--- src/rtl/acc_skip_pkg.sv ---
// acc_skip_pkg: frame constants and FSM encoding shared by the skip-record reporter
package acc_skip_pkg;
  localparam logic [15:0] HDR_WORD  = 16'h55AA;
  localparam logic [15:0] TYPE_WORD = 16'h00A5;
  localparam logic [15:0] TRL_WORD  = 16'hA55A;
  localparam int HDR_WORDS = 6;
  localparam int REC_WORDS = 4;
  localparam int TRL_WORDS = 3;
  localparam int SER_MAX   = 6;
  typedef enum logic [2:0] {S_IDLE, S_HDR, S_CHK, S_RD, S_CAP, S_DATA, S_TRL} state_t;
endpackage

--- src/rtl/acc_skip_word_ser.sv ---
// acc_skip_word_ser: N:1 word serializer with valid/ready hold; word 0 goes out first
module acc_skip_word_ser
  import acc_skip_pkg::*;
(
  input  logic                     clk_i,
  input  logic                     rst_n_i,
  input  logic                     start,
  input  logic [2:0]               len,
  input  logic [SER_MAX-1:0][15:0] words,
  input  logic                     rdy,
  output logic                     vld,
  output logic [15:0]              data,
  output logic [2:0]               idx,
  output logic                     last_xfer
);
  logic last;
  assign last      = idx == len - 3'd1;
  assign last_xfer = vld && rdy && last;
  assign data      = vld ? words[idx] : '0;
  always_ff @(posedge clk_i) begin
    if (!rst_n_i) begin
      vld <= 1'b0;
      idx <= '0;
    end else if (start) begin
      vld <= 1'b1;
      idx <= '0;
    end else if (vld && rdy) begin
      vld <= !last;
      idx <= last ? '0 : idx + 3'd1;
    end
  end
endmodule

--- src/rtl/acc_skip_reporter.sv ---
// acc_skip_reporter: snapshots skip counters, drains skip-record FIFO and streams a checksummed word frame
module acc_skip_reporter
  import acc_skip_pkg::*;
#(
  parameter int MAX_RECORDS = 64
) (
  input  logic        clk_i,
  input  logic        rst_n_i,
  input  logic        report_req_i,
  input  logic [31:0] acc_demo_skip_cnt_i,
  input  logic [31:0] acc_demo_addr_latch_i,
  input  logic        skip_fifo_ready_i,
  output logic        skip_fifo_rd_o,
  input  logic [63:0] skip_fifo_data_i,
  output logic [15:0] report_data_o,
  output logic        report_vld_o,
  input  logic        report_rdy_i,
  output logic        report_busy_o,
  output logic        report_done_o
);
  state_t state, state_nxt;
  logic [31:0] skip_q, addr_q;
  logic [63:0] rec_q;
  logic [15:0] rec_cnt, csum, ser_data;
  logic accept, go_rd, ser_start, ser_last, ser_vld, done_q, in_sum;
  logic [2:0] ser_len, ser_idx;
  logic [SER_MAX-1:0][15:0] ser_words;
  assign accept = state == S_IDLE && report_req_i;
  assign go_rd  = skip_fifo_ready_i && rec_cnt < 16'(MAX_RECORDS);
  always_ff @(posedge clk_i) begin
    if (!rst_n_i) state <= S_IDLE;
    else state <= state_nxt;
  end
  always_comb begin
    state_nxt = state;
    case (state)
      S_IDLE:  state_nxt = report_req_i ? S_HDR : S_IDLE;
      S_HDR:   state_nxt = ser_last ? S_CHK : S_HDR;
      S_CHK:   state_nxt = go_rd ? S_RD : S_TRL;
      S_RD:    state_nxt = S_CAP;
      S_CAP:   state_nxt = S_DATA;
      S_DATA:  state_nxt = ser_last ? S_CHK : S_DATA;
      S_TRL:   state_nxt = ser_last ? S_IDLE : S_TRL;
      default: state_nxt = S_IDLE;
    endcase
  end
  // Each emission phase is launched one cycle early so its first word lands on state entry.
  always_comb begin
    ser_start      = accept || (state == S_CHK && !go_rd) || state == S_CAP;
    skip_fifo_rd_o = state == S_RD;
    ser_len        = state == S_HDR ? 3'(HDR_WORDS) : state == S_TRL ? 3'(TRL_WORDS) : 3'(REC_WORDS);
    ser_words      = state == S_HDR ? {skip_q[15:0], skip_q[31:16], addr_q[15:0], addr_q[31:16], TYPE_WORD, HDR_WORD}
                   : state == S_TRL ? {48'h0, csum, rec_cnt, TRL_WORD}
                   : {32'h0, rec_q[15:0], rec_q[31:16], rec_q[47:32], rec_q[63:48]};
    in_sum         = !(state == S_HDR && ser_idx == 3'd0) && !(state == S_TRL && ser_idx == 3'(TRL_WORDS - 1));
  end
  acc_skip_word_ser u_ser (
    .clk_i     (clk_i),
    .rst_n_i   (rst_n_i),
    .start     (ser_start),
    .len       (ser_len),
    .words     (ser_words),
    .rdy       (report_rdy_i),
    .vld       (ser_vld),
    .data      (ser_data),
    .idx       (ser_idx),
    .last_xfer (ser_last)
  );
  always_ff @(posedge clk_i) begin
    if (!rst_n_i) begin
      skip_q  <= '0;
      addr_q  <= '0;
      rec_q   <= '0;
      rec_cnt <= '0;
      csum    <= '0;
      done_q  <= 1'b0;
    end else begin
      if (accept) begin
        skip_q  <= acc_demo_skip_cnt_i;
        addr_q  <= acc_demo_addr_latch_i;
        rec_cnt <= '0;
        csum    <= '0;
      end
      if (state == S_CAP) begin
        rec_q   <= skip_fifo_data_i;
        rec_cnt <= rec_cnt + 16'd1;
      end
      if (ser_vld && report_rdy_i && in_sum) csum <= csum + ser_data;
      done_q <= state == S_TRL && ser_last;
    end
  end
  assign report_data_o = ser_data;
  assign report_vld_o  = ser_vld;
  assign report_busy_o = state != S_IDLE;
  assign report_done_o = done_q;
endmodule

--- config.mk ---
export PLATFORM = sky130hd
export DESIGN_NAME = acc_skip_reporter
export DESIGN_NICKNAME = d
export VERILOG_FILES = /design/src/rtl/acc_skip_pkg.sv /design/src/rtl/acc_skip_word_ser.sv /design/src/rtl/acc_skip_reporter.sv
export SDC_FILE = /design/constraint.sdc
export NUM_CORES = 1
export LEC_CHECK = 0
export CAP_MARGIN = 40
export CELL_PAD_IN_SITES_DETAIL_PLACEMENT = 1
export CELL_PAD_IN_SITES_GLOBAL_PLACEMENT = 1
export CORE_UTILIZATION = 35
export CTS_BUF_LIST = sky130_fd_sc_hd__clkbuf_8
export DETAILED_ROUTE_END_ITERATION = 8
export PLACE_DENSITY_LB_ADDON = 0.3
export REMOVE_ABC_BUFFERS = 1
export SKIP_CTS_REPAIR_TIMING = 1
export SLEW_MARGIN = 20
export SYNTH_ARGS = -nofsm -noshare
export SYNTH_HDL_FRONTEND = slang
export SYNTH_SLANG_ARGS = --single-unit
export TNS_END_PERCENT = 20
--- constraint.sdc ---
create_clock -name clk_i -period 10.44 [get_ports clk_i]
set_clock_uncertainty 0.15 [all_clocks]
set_input_delay 1.044 -clock clk_i [delete_from_list [all_inputs] [get_ports clk_i]]
set_output_delay 1.044 -clock clk_i [all_outputs]
set_load 0.01 [all_outputs]
==> metrics.csv <==
stage,metric,value,unit
critical_path,startpoint_type,flip-flop,
floorplan,dieArea,24500,sq um
critical_path,critPathSlowestCell,dfxtp_1,
yosys,synth-main-ff-cell,dfxtp_1,
route,post_drt_wl_per_cell,18.2,um
sta,min_period,4.74,ns
run_status,status,completed,
route,viasPerCell,5.33,
sta,setup_tns,0,ns
critical_path,critPathTopFamily,buffers and inverters,
layout,diodes,0,
placement,hpwlAfterDp,19.7,mm
floorplan,die_h,156,um
floorplan,core_area,23400,sq um
hold_path,hold_path_class,flip-flop to flip-flop,
global_route,grt_pass1_wl,44.8,mm
yosys,synth_seq_cells,168,
global_route,antenna_found_initial,0,
yosys,synth_top_area_frac,0.403,
sta,slew_headroom,0.455,
sta,setup_viol,0,
clock_tree,cts_tree,done,
yosys,synth_area_per_cell,7.40,sq um
yosys,ys_types,62,
critical_path,crit_chain,nand3b_1 > buf_6 > buf_4 > mux2i_1 > a2111oi_0 > a21oi_1 > o22ai_1 > and2_1 > clkdlybuf4s50_1,
yosys,yosysMostFrequentCell,nand2_1,
critical_path,cp.required,9.25,ns
sta,hold_viol,0,
yosys,synth_top_area_cell,dfxtp_1,
layout,nets,1384,
clock_tree,clock_sinks,168,
route,drc,0,
sta,worstMarginPinSlew,0.818,ns
global_route,grt_max_degree,72,
yosys,ys_top_cells_by_count,"nand2_1, a21oi_1, dfxtp_1, clkbuf_1, nor2_1",
power_and_ir_drop,power.internal,1010,uW
global_route,overflow,0,
clock_tree,numCtsBuffers,17,
floorplan,initial_core_util,0.357,
critical_path,critPathMaxStageDelay,0.64,ns
sta,max_freq,211,MHz
yosys,synthTopCellsByArea,"dfxtp_1, nand2_1, a21oi_1",
layout,final_cells,1561,
power_and_ir_drop,ir_worst_vdd,0.0660,mV
critical_path,worstPathMaxFanout,17,
yosys,ys_warn_count,0,
sta,grt_setup_unrepaired,no,
yosys,syn-cell-area,8350,sq um
clock_tree,clk_latency,0.47,ns
yosys,ys_seq_area_frac,0.403,
power_and_ir_drop,power_leakage,0.00354,uW
placement,dpl.cell_count,1530,
global_route,grt_util_all_layers,0.236,
power_and_ir_drop,switchingPower,341,uW
run,maxCapViolCount,0,
critical_path,path_class,flip-flop to output port,
sta,timing.final.crit_share,0.454,
power_and_ir_drop,p_seq_frac,0.493,
route,ant_nets,0,
critical_path,path_buf_inv,3,
floorplan,placement_rows,56,
floorplan,die_x,156,um
placement,place.gp.congestion,0.834,
floorplan,io_pins,153,
clock_tree,ctsHtreeMaxLevel,4,
yosys,netlist_instances,1128,
layout,fin_util,0.451,
critical_path,end_kind,output port,
clock_tree,clk_pin_slew_worst_paths,0.08,ns
clock_tree,cts_root_buf,clkbuf_8,
global_route,first_global_vias,8311,
critical_path,worstPathArrival,3.54,ns
power_and_ir_drop,power_frac_clock,0.389,
route,drt-pass1-iter-count,5,
power_and_ir_drop,p_per_area,128,nW/um^2
power_and_ir_drop,p_sw_frac,0.252,
route,first_iter_violations,434,
yosys,async_flop_share,0,
layout,syn2layout_area_growth,26.3,%
route,totalWireLength,28.4,mm
layout,drive_gt1_frac,0.0539,
clock_tree,clock_path_buffers,2,
route,num_vias,8313,
placement,numPortBuffers,152,
sta,final-max-slew-violation-count,0,
critical_path,r2r_slack,5.77,ns
yosys,synth_edf_count,0,
power_and_ir_drop,p_comb_frac,0.118,
==> power by group through the flow <==
stage / registers (uW) / clock network [uW] / logic [uW]
6_report: 666 / 526 / 160
5_1_grt: 668 / 562 / 174
4_1_cts: 666 / 539 / 161
3_5_place_dp: 681 / 0 / 160
3_3_place_gp: 680 / 0 / 157
2_1_floorplan: 680 / 0 / 66.4
==> placed cells by master (no fill, tap or decap), types with 3 or more instances in the layout <==
master / Yosys / final
bufinv_16: 0 / 4
o21a_1: 8 / 8
a21oi_1: 190 / 190
xnor2_1: 7 / 7
o31ai_1: 4 / 4
o221ai_1: 4 / 4
nor2_1: 41 / 41
nor2b_1: 3 / 3
nor3_1: 20 / 20
nand2_1: 325 / 324
a22oi_1: 11 / 11
clkdlybuf4s50_1: 0 / 152
or2_2: 6 / 6
mux2i_1: 30 / 30
nand3b_1: 3 / 3
a2111oi_0: 3 / 3
clkbuf_8: 0 / 20
a211oi_1: 4 / 4
inv_1: 9 / 9
and3_1: 4 / 4
a311oi_1: 5 / 5
o21bai_1: 3 / 3
a31oi_1: 11 / 11
o21ai_0: 32 / 32
nand4_1: 6 / 6
nand3_1: 38 / 38
a221oi_1: 12 / 12
clkinv_4: 0 / 4
o211ai_1: 6 / 6
or3_1: 8 / 8
o22ai_1: 11 / 11
ha_1: 19 / 19
and2_1: 5 / 4
nand2b_1: 5 / 5
dfxtp_1: 168 / 167
xor2_1: 6 / 6
buf_4: 0 / 17
==> per-layer routing <==
metal  global-route usage  up-vias  routed length (um)
met5                    0        -                   0
met4               0.0794        0                 611
met3               0.0363       35                1150
met2                0.404      187               13600
met1                0.303     3987               13000
li1                     -     4104                   -
==> cell families after synthesis <==
kind of cell             after synthesis  synth area share
flip-flops                           168             0.403
AO/OA/AOI/OAI                        316             0.220
buffers and inverters                 97            0.0466
AND/OR/NAND/NOR                      483             0.248
XOR/XNOR                              13            0.0136
adder cells (fa/ha/maj)               20            0.0309
multiplexers                          31            0.0373
==> area by class of cell <==
class,instances,area [sq um]
flip-flops and latches,168,3360
well taps,319,399
clock buffers,20,275
repair buffers,171,1690
clock inverters,10,170
multi-input cells,863,4610
inverters,10,40.0
fillers,2947,12900
==> registers in the layout, summed over array words and instances (netlist names) <==
| register | cells |
|---|---|
| rec_q | 64 |
| addr_q | 32 |
| skip_q | 32 |
| csum | 16 |
| rec_cnt | 16 |
| state | 3 |
| u_ser.idx | 3 |
| report_done_o | 1 |
| u_ser.vld | 1 |
==> path summary, 6_finish.rpt <==
check | startpoint | to | depth (start not counted)
worst min-delay path | skip_q[29] | skip_q[29] | 2
worst max register to register | state[0] | csum[14] | 15
worst min register to register | skip_q[29] | skip_q[29] | 2
worst max-delay path | state[1] | report_data_o[6] | 9
==> through the flow <==
stage	hold slack (ns)	area [sq um]	total power [uW]	worst slack, ns
after floorplan	0.281	7990	747	3.73
after global placement	0.292	10100	837	5.67
after detailed placement	0.296	10100	841	5.55
after CTS	0.307	10500	1370	5.31
after global routing	0.331	10500	1400	5.28
final	0.308	10500	1350	5.70
==> tightest hold or removal path, delay by kind of cell, from the launching register on <==
kind             cells  cell delay, ns
AND/OR/NAND/NOR      1            0.05
flip-flops           1            0.31
AO/OA/AOI/OAI        1            0.05
Note: power is estimated with default switching activity, not from simulation.
